`src/rtl/hidamari_mem_pkg.sv`:
```
// rtl/hidamari_mem_pkg.sv - shared memory-bus types, funct3 codes and lane helpers
package hidamari_mem_pkg;

    // RV32 load/store width codes (funct3)
    localparam logic [2:0] F3_B  = 3'b000;
    localparam logic [2:0] F3_H  = 3'b001;
    localparam logic [2:0] F3_W  = 3'b010;
    localparam logic [2:0] F3_BU = 3'b100;
    localparam logic [2:0] F3_HU = 3'b101;

    typedef enum logic [1:0] {
        ST_IDLE  = 2'd0,
        ST_REQ   = 2'd1,
        ST_RDATA = 2'd2,
        ST_RESP  = 2'd3
    } lsu_state_t;

    // Byte-lane enables for an access of the given width at the given
    // in-word offset. Illegal widths enable nothing.
    function automatic logic [3:0] byte_en_for(input logic [2:0] funct3,
                                               input logic [1:0] addr_lo);
        logic [3:0] be;
        case (funct3)
            F3_B, F3_BU: be = 4'b0001 << addr_lo;
            F3_H, F3_HU: be = 4'b0011 << addr_lo;
            F3_W:        be = 4'b1111;
            default:     be = 4'b0000;
        endcase
        return be;
    endfunction

endpackage

```
`src/rtl/load_extend.sv`:
```
// rtl/load_extend.sv - load lane select plus sign/zero extension
//   rdata   : full 32-bit word read from memory
//   addr_lo : byte offset of the access within the word
//   funct3  : RV32 load width code
//   data    : LSB-justified, extended load result (0 for illegal codes)
module load_extend
    import hidamari_mem_pkg::*;
(
    input  logic [31:0] rdata,
    input  logic [1:0]  addr_lo,
    input  logic [2:0]  funct3,
    output logic [31:0] data
);

    logic [31:0] lane;

    // Bring the addressed byte/halfword down to bit 0
    assign lane = rdata >> {addr_lo, 3'b000};

    always_comb begin
        data = '0;
        case (funct3)
            F3_B:    data = {{24{lane[7]}}, lane[7:0]};
            F3_H:    data = {{16{lane[15]}}, lane[15:0]};
            F3_W:    data = lane;
            F3_BU:   data = {24'd0, lane[7:0]};
            F3_HU:   data = {16'd0, lane[15:0]};
            default: data = '0;
        endcase
    end

endmodule

```
`src/rtl/lsu_mem_initiator.sv`:
```
// rtl/lsu_mem_initiator.sv - RV32 load/store to valid/ready memory-bus initiator
//   clk, rst            : clock, synchronous active-high reset
//   req_*               : single load/store request from the pipeline
//   resp_*              : one-cycle response pulse with extended load data / error
//   mem_*_out           : bus command, held stable while mem_valid_out until mem_ready_in
//   mem_rdata_valid_in,
//   mem_read_data_in    : read data return, honoured only while waiting for it
module lsu_mem_initiator
    import hidamari_mem_pkg::*;
#(
    parameter int TIMEOUT_CYCLES = 64
) (
    input  logic        clk,
    input  logic        rst,
    input  logic        req_valid_in,
    output logic        req_ready_out,
    input  logic        req_is_store_in,
    input  logic [2:0]  req_funct3_in,
    input  logic [31:0] req_addr_in,
    input  logic [31:0] req_wdata_in,
    output logic        resp_valid_out,
    output logic [31:0] resp_rdata_out,
    output logic        resp_error_out,
    output logic [31:0] mem_addr_out,
    output logic [31:0] mem_write_data_out,
    output logic [3:0]  mem_write_byte_en_out,
    output logic        mem_read_en_out,
    output logic        mem_write_en_out,
    output logic        mem_valid_out,
    input  logic        mem_ready_in,
    input  logic        mem_rdata_valid_in,
    input  logic [31:0] mem_read_data_in
);

    localparam int         TW         = $clog2(TIMEOUT_CYCLES);
    localparam logic [TW-1:0] TIMER_LAST = TW'(TIMEOUT_CYCLES - 1);

    lsu_state_t  state_q, state_d;
    logic [TW-1:0] timer_q;

    logic [2:0]  f3_q;
    logic [1:0]  addr_lo_q;
    logic        is_store_q;
    logic [31:0] mem_addr_q;
    logic [31:0] mem_wdata_q;
    logic [3:0]  mem_be_q;
    logic [31:0] resp_rdata_q;
    logic        resp_err_q;

    logic        req_illegal;
    logic        req_misaligned;
    logic        req_bad;
    logic        timer_expired;
    logic [31:0] wdata_lanes;
    logic [31:0] load_data;

    // Request checks on the incoming (not yet registered) request
    always_comb begin
        req_illegal    = 1'b0;
        req_misaligned = 1'b0;
        case (req_funct3_in)
            F3_B, F3_BU: ;
            F3_H, F3_HU: req_misaligned = req_addr_in[0];
            F3_W:        req_misaligned = (req_addr_in[1:0] != 2'b00);
            default:     req_illegal = 1'b1;
        endcase
    end

    assign req_bad = req_illegal || req_misaligned;

    // Replicate narrow store data across all lanes so the enables pick it out
    always_comb begin
        wdata_lanes = req_wdata_in;
        case (req_funct3_in)
            F3_B, F3_BU: wdata_lanes = {4{req_wdata_in[7:0]}};
            F3_H, F3_HU: wdata_lanes = {2{req_wdata_in[15:0]}};
            default:     wdata_lanes = req_wdata_in;
        endcase
    end

    load_extend u_load_extend (
        .rdata   (mem_read_data_in),
        .addr_lo (addr_lo_q),
        .funct3  (f3_q),
        .data    (load_data)
    );

    assign timer_expired = (timer_q == TIMER_LAST);

    always_comb begin
        state_d = state_q;
        case (state_q)
            ST_IDLE: begin
                if (req_valid_in) state_d = req_bad ? ST_RESP : ST_REQ;
            end
            ST_REQ: begin
                // Acceptance wins over a timeout landing on the same cycle
                if (mem_ready_in)       state_d = is_store_q ? ST_RESP : ST_RDATA;
                else if (timer_expired) state_d = ST_RESP;
            end
            ST_RDATA: begin
                if (mem_rdata_valid_in || timer_expired) state_d = ST_RESP;
            end
            ST_RESP: state_d = ST_IDLE;
            default: state_d = ST_IDLE;
        endcase
    end

    always_ff @(posedge clk) begin
        if (rst) begin
            state_q      <= ST_IDLE;
            timer_q      <= '0;
            f3_q         <= '0;
            addr_lo_q    <= '0;
            is_store_q   <= 1'b0;
            mem_addr_q   <= '0;
            mem_wdata_q  <= '0;
            mem_be_q     <= '0;
            resp_rdata_q <= '0;
            resp_err_q   <= 1'b0;
        end else begin
            state_q <= state_d;
            // Counter restarts on every state change, so it measures time
            // spent waiting in REQ or RDATA
            timer_q <= (state_d != state_q) ? '0 : timer_q + 1'b1;

            case (state_q)
                ST_IDLE: begin
                    if (req_valid_in) begin
                        f3_q         <= req_funct3_in;
                        addr_lo_q    <= req_addr_in[1:0];
                        is_store_q   <= req_is_store_in;
                        mem_addr_q   <= {req_addr_in[31:2], 2'b00};
                        mem_wdata_q  <= wdata_lanes;
                        mem_be_q     <= byte_en_for(req_funct3_in, req_addr_in[1:0]);
                        resp_rdata_q <= '0;
                        resp_err_q   <= req_bad;
                    end
                end
                ST_REQ: begin
                    if (!mem_ready_in && timer_expired) resp_err_q <= 1'b1;
                end
                ST_RDATA: begin
                    if (mem_rdata_valid_in)  resp_rdata_q <= load_data;
                    else if (timer_expired)  resp_err_q   <= 1'b1;
                end
                default: ;
            endcase
        end
    end

    // Bus and response fields read as zero outside the states that own them
    assign req_ready_out         = (state_q == ST_IDLE);
    assign mem_valid_out         = (state_q == ST_REQ);
    assign mem_addr_out          = mem_valid_out ? mem_addr_q  : '0;
    assign mem_write_data_out    = mem_valid_out ? mem_wdata_q : '0;
    assign mem_write_byte_en_out = mem_valid_out ? mem_be_q    : '0;
    assign mem_read_en_out       = mem_valid_out && !is_store_q;
    assign mem_write_en_out      = mem_valid_out && is_store_q;
    assign resp_valid_out        = (state_q == ST_RESP);
    assign resp_rdata_out        = resp_valid_out ? resp_rdata_q : '0;
    assign resp_error_out        = resp_valid_out && resp_err_q;

endmodule

```
`config.mk`:
```
export PLATFORM = sky130hd
export DESIGN_NAME = lsu_mem_initiator
export DESIGN_NICKNAME = d
export VERILOG_FILES = /design/src/rtl/hidamari_mem_pkg.sv /design/src/rtl/load_extend.sv /design/src/rtl/lsu_mem_initiator.sv
export SDC_FILE = /design/constraint.sdc
export NUM_CORES = 1
export LEC_CHECK = 0
export BUFFER_PORTS_ARGS = -buffer_cell sky130_fd_sc_hd__buf_2
export CAP_MARGIN = 40
export CORE_MARGIN = 2
export CORE_UTILIZATION = 40
export CTS_CLUSTER_DIAMETER = 40
export DETAILED_ROUTE_END_ITERATION = 6
export PLACE_DENSITY = 0.78
export SLEW_MARGIN = 20
export SYNTH_ARGS = -nofsm -noshare
export SYNTH_HDL_FRONTEND = slang
export SYNTH_HIERARCHICAL = 1
export SYNTH_SLANG_ARGS = --single-unit
```
`constraint.sdc`:
```
create_clock -name clk -period 5.76 [get_ports clk]
set_clock_uncertainty 0.2 [all_clocks]
set_input_delay 0.576 -clock clk [delete_from_list [all_inputs] [get_ports clk]]
set_output_delay 0.576 -clock clk [all_outputs]
set_load 0.005 [all_outputs]
```
## Word-level counts from Yosys, hierarchy flattened

Index checks and enable logic that the tools add are counted.

| word-level totals | value |
|---|---|
| word-level logic and storage cells | 77 |
| output and inout port bits | 106 |
| bits in registers | 113 |

| cells by class | value |
|---|---|
| multiplexer cells | 24 |
| shift-type cells | 3 |
| eq/ne operators | 18 |
| reduce and logical (&&, ||, !) cells | 21 |
| add/subtract/negate cells | 1 |

Operators with widths:

| cell | number |
|---|---|
| two-way mux 32 bit | 5 |
| one-hot mux 32 bit (5 select lines) | 1 |
| one-hot mux 32 bit (2 select lines) | 2 |
| >> shifter 32 x 5 -> 32 bit | 1 |
| equality test 3 bit, second input constant | 4 |
| one-hot mux 4 bit (3 select lines) | 1 |
| two-way mux 2 bit | 5 |
| != test 2 bit, second input constant | 4 |
| one-hot mux 2 bit (4 select lines) | 1 |
| adder 6 x 1 -> 6 bit, second input constant | 1 |
| equality test 3 x 1 -> 1 bit, second input constant | 2 |
| equality test 3 x 2 -> 1 bit, second input constant | 2 |
| equality test 6 bit, second input constant | 1 |
| logical NOT 3 bit | 2 |
| two-way mux 1 bit | 6 |
| OR reduction 2 bit | 3 |
| AND reduction 5 bit | 1 |
| OR reduction 5 bit | 1 |
| equality test 2 bit, second input constant | 2 |
| logical AND 1 bit | 4 |
| two-way mux 4 bit | 1 |
| nonzero test 2 bit | 2 |
| left shift 1 x 2 -> 4 bit, first input constant | 1 |
| left shift 2 x 2 -> 4 bit, first input constant | 1 |
| other kinds (11) | 13 |

## Logic depth before layout (Yosys ltp)

| depth | value |
|---|---|
| depth after elaboration | 9 |
| gate-level depth with buffers | 9 |
| depth with buffers taken out | 7 |

## Cells and area by module

Netlist, hierarchy kept.

By module, submodules not included:

| module | times used | area each (um2) | cells each | seq. area each (um2) |
|---|---|---|---|---|
| lsu_mem_initiator | 1 | 5266.3 | 683 | 2262.2 |
| load_extend | 1 | 803.3 | 109 | 0.0 |

## Worst setup path after synthesis

No wires, ideal clock.

| path | value |
|---|---|
| path kind | reg2out |
| from | reg state_q[1] |
| to | out mem_write_byte_en_out[0] |
| arrival | 1.430 ns |
| buffers on the path | 3 |
| cell stages (with the launch flop) | 7 |
| path slack | 3.554 ns |
| cell sequence | dfxtp_1 -> inv_1 -> ha_1 -> buf_2 -> clkbuf_1 -> clkbuf_1 -> and2_1 |

| on the way | value |
|---|---|
| cells in the longest elaborated chain, start to end | 2 |

RTL lines:

| what | RTL line | text |
|---|---|---|
| start: declaration | lsu_mem_initiator.sv:38 | `lsu_state_t state_q, state_d;` |
| start signal: assignment | lsu_mem_initiator.sv:122 | `state_q <= state_d;` |
| equality test 2 x 1 -> 1 bit | lsu_mem_initiator.sv:154 | `assign mem_valid_out = (state_q == ST_REQ);` |
| net mem_valid_out | lsu_mem_initiator.sv:29 | `output logic mem_valid_out,` |
| two-way mux 4 bit | lsu_mem_initiator.sv:157 | `assign mem_write_byte_en_out = mem_valid_out ? mem_be_q : '0;` |
| end: declaration | lsu_mem_initiator.sv:26 | `output logic [3:0] mem_write_byte_en_out,` |

The timed path passes the listed nets, and every way through them passes these cells.

## Worst setup path in the final report

| path | value |
|---|---|
| from | reg state_q[1] |
| to | out mem_write_en_out |

| on the way | value |
|---|---|
| cells in the longest elaborated chain, start to end | 2 |

RTL lines:

| what | RTL line | text |
|---|---|---|
| equality test 2 x 1 -> 1 bit | lsu_mem_initiator.sv:154 |  |
| logical AND 1 bit | lsu_mem_initiator.sv:159 | `assign mem_write_en_out = mem_valid_out && is_store_q;` |
| end: declaration | lsu_mem_initiator.sv:28 | `output logic mem_write_en_out,` |

Every way passes these cells.

==> results.json <==
{
  "outcome": "complete, no violations",
  "pin_count": 211,
  "wl_mm": 17.89,
  "wire_per_inst_um": 15.36,
  "crit_chain": "inv_1, ha_2, buf_4, and2_4, buf_2",
  "cts_tree": "yes",
  "setup_viol": 0,
  "multi_input_area_mm2": 0.003528,
  "io_buffers": 208,
  "ctsHoldBuffers": 0,
  "dieHeight_um": 127.2,
  "worst-path-buf-inv": 3,
  "postCtsSetupRepairBufs": 0,
  "rows": 45,
  "async_flop_share_pct": 0,
  "fp.dieArea_mm2": 0.01617,
  "hpwlAfterDp_mm": 12.00,
  "synth_edf_count": 0,
  "cts_root_buffer": "clkbuf_16",
  "grt_antenna_before_repair": 1,
  "grt_pass1_vias": 5854,
  "cts.path.max_buffers": 2,
  "area_growth_pct": 29.33,
  "finalWeightedCongestion": 0.8198,
  "period_minus_slack_ps": 2958,
  "crit_slowest_cell": "buf_4",
  "ys_types": 55,
  "power_leakage_nw": 3.476,
  "postCtsResizedCells": 0,
  "synth.top_cell.area_share_pct": 37.27,
  "synth_ff_type": "dfxtp_1",
  "yosysWarnings": 6,
  "nets": 1076,
  "post-route-period-util_pct": 51.35,
  "final-hold-violation-count": 0,
  "synth_top_area_cell": "dfxtp_1",
  "rsz0062_at_grt": "no",
  "fill_cells": 1449,
  "seq_area_mm2": 0.002262,
  "clk_pin_slew_ps": 50,
  "cts_inserted_buffers": 17,
  "tightest_slew_ps": 760.1,
  "arrival_ps": 2180,
  "insertion_delay_ps": 410,
  "dieWidth_um": 127.2,
  "max_stage_delay_ps": 470,
  "drive_above_1_share_pct": 27.64,
  "hold_slack_ps": 194.2,
  "crit_required_ps": 4980,
  "crit_family": "buffers and inverters",
  "h-tree-depth": 4,
  "grt_max_degree": 89,
  "grt_overflow": 0,
  "maxClockFrequency_ghz": 0.3381,
  "setup_tns_ps": 0,
  "core_mm2": 0.01503,
  "crit_path_max_fanout": 54,
  "vias": 6189,
  "syn_inst": 792,
  "ir_worst_vdd_mv": 0.2410,
  "start_kind": "flip-flop",
  "cts_sinks": 113,
  "first_pass_iters": 5,
  "initial_core_util_pct": 40.37,
  "ys_seq_elements": 113,
  "netlist_area_mm2": 0.006070,
  "drtIter0Drc": 404,
  "antennaDiodeCount": 0,
  "hold_class": "primary input to flip-flop",
  "power_density_mw_per_mm2": 427.2,
  "synth.area.top_cells": "dfxtp_1 37%, and2_1 10%, nand2_1 10%, a21oi_1 7.5%, mux2i_1 5.8%",
  "grtUsageTotal_pct": 22.45,
  "drc": 0,
  "maxCapViolations": 0,
  "slew_violations": 0,
  "drt-vias-per-instance": 5.312,
  "max-slew-margin-rel_pct": 49.22,
  "crit_path_end_kind": "output port",
  "grt_pass1_wl_mm": 29.24,
  "postRouteAntennaNets": 0,
  "syn_area_per_cell_um2": 7.664,
  "critPathKind": "flip-flop to output port",
  "yosysSeqAreaShare_pct": 37.27
}
==> cell families after synthesis <==
group | count (synthesis) | share of synthesized area [%]
fa+ha+maj | 6 | 1.237
mux | 37 | 6.143
compound gates | 187 | 19.46
other cells | 1 | 0.06178
simple gates | 376 | 30.39
xor+xnor | 4 | 0.5773
buf+inv | 68 | 4.865
flops | 113 | 37.27
==> cells in the final DEF, fill, tap and decap left out, types with 3 or more instances in the layout <==
cell type  instances
clkinv_2           3
ha_1               5
bufinv_16          4
o21a_1             3
clkbuf_16         17
mux2i_1           35
o21ai_1            9
o2bb2ai_1          6
and2_1           100
nor3_1            10
buf_2            207
nand3_1           34
or3_1              3
buf_4              7
nor2_1            30
a211oi_1          25
nor2b_1           13
buf_16             3
xnor2_1            3
a21oi_1           91
dfxtp_1          113
nand2_1          166
o21ai_0           24
a21o_1             7
a311oi_1           8
==> flip-flops by register name, summed over array words and instances (netlist names) <==
| name | flops |
|---|---|
| mem_wdata_q | 32 |
| resp_rdata_q | 32 |
| mem_addr_q | 30 |
| timer_q | 6 |
| mem_be_q | 4 |
| f3_q | 3 |
| addr_lo_q | 2 |
| state_q | 2 |
| is_store_q | 1 |
| resp_err_q | 1 |
==> metrics by stage <==
stage	power (mW)	util [%]	setup WS, ps	cell area, µm²	instances
2_1_floorplan	1.861	-	3554	6073	793
3_3_place_gp	2.153	47.37	3073	7122	1129
3_5_place_dp	2.229	47.84	3080	7192	1132
4_1_cts	3.354	51.96	2727	7811	1163
5_1_grt	3.563	52.22	2582	7850	1165
6_report	3.354	52.22	2802	7850	1165
==> layer usage <==
layer	global-route usage (%)	vias to the layer above	wire [µm]
met5	0	-	0
li1	-	3026	-
met1	27.68	2842	7573
met2	35.99	280	8340
met3	7.286	41	1499
met4	9.890	0	481
==> final timing paths <==
kind / start / cells past startpoint / end / slack (ps)
setup / recovery: state_q[1] / 5 / mem_write_en_out / 2800
hold / removal: req_addr_in[6] / 3 / mem_addr_q[6] / 190
setup reg to reg: state_q[1] / 7 / timer_q[5] / 3100
hold reg to reg: resp_rdata_q[13] / 2 / resp_rdata_q[13] / 250
==> worst reg2reg max path: cells and delay by family, from the launching register on <==
family	cells	cell delay, ps
fa+ha+maj	1	430
flops	1	370
simple gates	1	110
buf+inv	2	610
compound gates	3	820
==> Yosys cell counts (6+ instances only) <==
cell type,count
and2_1,101
a21o_1,7
ha_1,6
nand2_1,167
a211oi_1,25
nand3_1,34
clkbuf_1,44
o21ai_1,9
mux2i_1,35
a21oi_1,91
dfxtp_1,113
o21ai_0,24
buf_2,17
o2bb2ai_1,6
nor2_1,30
nor3_1,10
nor2b_1,13
a311oi_1,8
==> where the power goes <==
group          leakage (nW)  switching [mW]  total, mW  internal [mW]
clock network         0.299           0.368       1.11          0.742
registers             0.924          0.0843       1.02          0.933
logic                  2.25           0.770       1.23          0.457
total                  3.48            1.22       3.35           2.13
==> layout make-up <==
| type | count | share of cell area [%] |
|---|---|---|
| Inverter | 2 | 0.09563 |
| Clock inverter | 10 | 2.024 |
| Timing Repair Buffer | 219 | 15.25 |
| Tap cell | 188 | 2.996 |
| Clock buffer | 21 | 5.865 |
| Sequential cell | 113 | 28.82 |
| Multi-Input combinational cell | 612 | 44.95 |
Power figures use the tool's default switching activity.
